### src/rtl/byte_ser_pkg.sv
// Shared types and sizing helpers for the byte serializer.
package byte_ser_pkg;

    typedef enum logic {
        ST_IDLE  = 1'b0,
        ST_SHIFT = 1'b1
    } state_t;

    localparam int DEFAULT_DATA_W = 8;

    // Bits needed to count 0..n-1; never less than one.
    function automatic int clog2_w(input int n);
        int w;
        w = 1;
        while ((1 << w) < n) begin
            w++;
        end
        return w;
    endfunction

endpackage

### src/rtl/byte_serializer.sv
// Parallel-in, serial-out word transmitter; first bit appears the cycle after the accepting edge.
// Backpressure: ser_en=0 holds the current bit; in_ready only in IDLE or while the last bit is consumed.
module byte_serializer
    import byte_ser_pkg::*;
#(
    parameter int DATA_W    = DEFAULT_DATA_W,
    parameter bit MSB_FIRST = 1'b1
) (
    input  logic              clk,
    input  logic              rst_n,
    input  logic              in_valid,
    output logic              in_ready,
    input  logic [DATA_W-1:0] in_data,
    input  logic              ser_en,
    output logic              ser_out,
    output logic              ser_valid,
    output logic              ser_last,
    output logic              busy
);

    localparam int            CW       = clog2_w(DATA_W);
    localparam logic [CW-1:0] CNT_LAST = CW'(DATA_W - 1);

    state_t              state_q, state_d;
    logic [DATA_W-1:0]   shreg_q, shreg_d;
    logic [DATA_W-1:0]   shreg_shifted;
    logic [CW-1:0]       cnt_q, cnt_d;
    logic                last_bit;

    always_comb begin
        if (MSB_FIRST) begin
            shreg_shifted = {shreg_q[DATA_W-2:0], 1'b0};
        end else begin
            shreg_shifted = {1'b0, shreg_q[DATA_W-1:1]};
        end
    end

    assign last_bit  = (state_q == ST_SHIFT) && (cnt_q == CNT_LAST);
    // Gated by rst_n so the source never sees a handshake while reset is held.
    assign in_ready  = rst_n && ((state_q == ST_IDLE) || (last_bit && ser_en));
    assign ser_last  = last_bit;
    assign ser_valid = (state_q == ST_SHIFT);
    assign busy      = (state_q == ST_SHIFT);
    assign ser_out   = MSB_FIRST ? shreg_q[DATA_W-1] : shreg_q[0];

    always_comb begin
        state_d = state_q;
        shreg_d = shreg_q;
        cnt_d   = cnt_q;
        case (state_q)
            ST_IDLE: begin
                if (in_valid) begin
                    state_d = ST_SHIFT;
                    shreg_d = in_data;
                    cnt_d   = '0;
                end
            end
            ST_SHIFT: begin
                if (ser_en) begin
                    if (last_bit) begin
                        if (in_valid) begin
                            shreg_d = in_data;
                            cnt_d   = '0;
                        end else begin
                            // Clear residue so ser_out idles low; cnt keeps its value until the next load.
                            state_d = ST_IDLE;
                            shreg_d = '0;
                        end
                    end else begin
                        shreg_d = shreg_shifted;
                        cnt_d   = cnt_q + CW'(1);
                    end
                end
            end
            default: begin
                state_d = ST_IDLE;
            end
        endcase
    end

    always_ff @(posedge clk or negedge rst_n) begin
        if (!rst_n) begin
            state_q <= ST_IDLE;
            shreg_q <= '0;
            cnt_q   <= '0;
        end else begin
            state_q <= state_d;
            shreg_q <= shreg_d;
            cnt_q   <= cnt_d;
        end
    end

endmodule

### config.mk
export PLATFORM = sky130hd
export DESIGN_NAME = byte_serializer
export DESIGN_NICKNAME = d
export VERILOG_FILES = /design/src/rtl/byte_ser_pkg.sv /design/src/rtl/byte_serializer.sv
export SDC_FILE = /design/constraint.sdc
export NUM_CORES = 1
export LEC_CHECK = 0
export ABC_AREA = 1
export BUFFER_PORTS_ARGS = -buffer_cell sky130_fd_sc_hd__buf_4
export CORE_MARGIN = 1
export CORE_UTILIZATION = 45
export DETAILED_ROUTE_END_ITERATION = 16
export PLACE_DENSITY_LB_ADDON = 0.25
export SYNTH_ARGS = -nofsm -noshare
export SYNTH_HDL_FRONTEND = slang
export SYNTH_SLANG_ARGS = --single-unit
### constraint.sdc
create_clock -name clk -period 1.7 [get_ports clk]
set_input_delay 0.17 -clock clk [delete_from_list [all_inputs] [get_ports clk]]
set_output_delay 0.17 -clock clk [all_outputs]
set_load 0.02 [all_outputs]
==> flow_summary_export.csv <==
group,metric,value,unit
critical_path,crit_type,"reg2out",
logic_synthesis,ys.flop_type,"dfrtp_1",
logic_synthesis,synth-seq-cells,12,
logic_synthesis,synth_top_area_share,42.18,%
placement,hpwl,991.3,um
global_route,grt_pass1_vias,592,
critical_path,slowest_stage,"dfrtp_1",
critical_path,critPathMaxStageDelay,0.39,ns
critical_path,cp_top_family,"flip-flops",
worst_hold_path,hp-class,"in2reg",
global_route,grt_max_degree,16,
critical_path,r2r_cells,6,
sta,timing.slew.headroom,76.66,%
clock_network,cts.htree.levels,1,
drt,vias_per_cell,4.954,
clock_network,cts_tree,"done",
logic_synthesis,yosysMostFrequentCell,"nor2_1",
cells_and_area,layout-drive-gt1-share,31.03,%
clock_network,cts_made_buffers,3,
drt,drt_wl_total,1482,um
worst_hold_path,hold_depth,3,
die,core,0.001383,sq mm
cells_and_area,n_fill_cell,126,
cells_and_area,nNetsFinal,131,
power,leakagePower,0.4971,nW
placement,dp_slack,0.1623,ns
logic_synthesis,synthArstFlopShare,100.0,%
flow_run,max_cap_viol_count,0,
global_route,gr-total-overflow,0,
critical_path,crit_chain,"ha_2 > ha_4 > inv_2 > nand2_2 > nand2_1 > nor2_1 > buf_4",
clock_network,clockRootBuffer,"clkbuf_4",
cells_and_area,regArea,300.3,sq um
drt,wl_per_cell,11.31,um
die,io_pins,17,
logic_synthesis,yosys-top-cells-count,"nor2_1, inv_1, dfrtp_1, nand2_1, nand3_1",
die,dieWidth,41.78,um
sta,finalSetupViolations,0,
sta,finalCriticalPeriod,1.610,ns
critical_path,cp.required,1.53,ns
sta,worst_slack,0.08962,ns
logic_synthesis,synth_cells,95,
placement,place_congestion,0.7691,
global_route,grt.total_usage,18.34,%
critical_path,worstSetupEndpointType,"output pin",
critical_path,crit_fanout,4,
critical_path,critical_path_depth,7,
critical_path,cp_num_buf_inv,2,
logic_synthesis,synth_warnings,0,
drt,drt_pass1_iterations,4,
logic_synthesis,synth_top_cell_by_area,"dfrtp_1",
power,ir_worst_vdd,0.6441,mV
logic_synthesis,synth_area_per_cell,7.494,sq um
global_route,grt_pass1_wl,2435,um
sta,setup_tns,0,ns
die,die_h,41.78,um
die,start_util,51.49,%
die,rows,13,
drt,via_count,649,
cells_and_area,multi_input_area,339.1,sq um
sta,slew_viol_final,0,
die,die_area,0.001745,sq mm
outcome,status,"finished, final reports clean",
power,p_per_area,1221,mW/mm^2
logic_synthesis,ys_seq_area_share,42.18,%
critical_path,arrival,1.44,ns
clock_network,numClockSinks,12,
critical_path,crit_path_start_kind,"register",
clock_network,insertion_delay,0.29,ns
logic_synthesis,synth_fp_nets,109,
global_route,antenna_found_initial,0,
sta,max_freq,621.0,MHz
sta,finalHoldViolCount,0,
drt,drt.antenna.violating_nets,0,
cells_and_area,diodes,0,
clock_network,clockBufferDepth,2,
sta,rsz0062_at_grt,"no",
clock_network,clkTransAtPathRegs,0.08,ns
sta,finalCritPeriodShare,94.73,%
logic_synthesis,synth_area,711.9,sq um
drt,drt-initial-drc-count,15,
drt,post-route-drc-count,0,
cells_and_area,syn2layout_area_growth,26.89,%
sta,skew,0.001378,ns
logic_synthesis,synthDistinctLibCells,18,
placement,port_buffers,16,
logic_synthesis,synth_area_leaders,"dfrtp_1, nor2_1, inv_1",
sta,worst_pin_slew,0.3501,ns
logic_synthesis,synth_edf_count,0,
stage by stage:
step	hold slack [ns]	utilization (%)	std cells	total power, mW	area (sq um)
after floorplan	-0.1256	-	95	0.7120	711.9
after global placement	0.02345	59.64	124	0.8000	824.5
after detailed placement	0.02496	59.64	124	0.8097	824.5
after CTS	0.1131	63.71	130	1.064	880.8
after global routing	0.1216	65.34	131	1.181	903.4
final	0.1086	65.34	131	1.103	903.4
timing repair:
item / in CTS / in global routing
hold buffers: 1 / 0
setup buffers: 1 / 1
endpoints found under the hold margin: 12 / 0
gates resized for setup: 1 / 3
endpoints found under the setup margin: 1 / 1
cells in the final DEF (no fill, tap or decap), types with 2 or more instances in the layout:
master    Yosys  layout
o21ai_0       3       3
nand2_1      12      11
nand3_1       8       8
nand2_4       3       3
nor2_1       29      29
nand2_2       2       3
inv_1        13      13
inv_2         2       2
dfrtp_1      12      12
nor2_2        2       2
clkbuf_4      0       3
buf_4         1      19
flip-flops by register name, summed over array words and instances, names as in the netlist:
name	flops
shreg_q	8
cnt_q	3
busy	1
layout make-up:
type	count	area share, %
Multi-Input combinational cell	65	37.53
Tap cell	15	2.078
Clock buffer	4	4.017
Sequential cell	12	33.24
Inverter	15	6.233
Timing Repair Buffer	20	16.90
worst register-to-register path: cells and delay by family (launching register included):
kind | cells | cell delay [ns]
and+or+nand+nor | 3 | 0.22
DFF | 1 | 0.39
adders and majority gates | 2 | 0.37
AOI/OAI and AO/OA | 1 | 0.31
cells by family after synthesis:
kind of cell               after synthesis  synth area share, %
AOI/OAI and AO/OA                        6                5.096
buffers and inverters                   18                12.65
and+or+nand+nor                         57                36.55
DFF                                     12                42.18
adders and majority gates                2                3.514
worst paths after layout:
path,from,end,slack [ns]
setup / recovery,cnt_q[0],in_ready,0.09
min in group asynchronous,rst_n,shreg_q[0],0.26
hold reg to reg,shreg_q[7],shreg_q[7],0.52
hold / removal,in_data[0],shreg_q[0],0.11
max in group asynchronous,rst_n,shreg_q[5],1.28
setup reg to reg,cnt_q[0],shreg_q[5],0.30
layer usage:
layer  vias to the layer above  routed length, um  GRT usage, %  part of all wire [%]
li1                        331                  -             -                     -
met1                       289                654         23.27                    44
met2                        23                704         28.44                    48
met3                         6                 91         5.652                   6.1
met4                         0                 32         8.387                   2.2
met5                         -                  0             0                     0
power breakdown:
part	switching, mW	internal [mW]	leakage, nW	total [mW]
Sequential	0.0578	0.383	0.138	0.440
Clock	0.112	0.131	0.0210	0.243
Combinational	0.224	0.196	0.338	0.420
(Power assumes the default switching activity.)
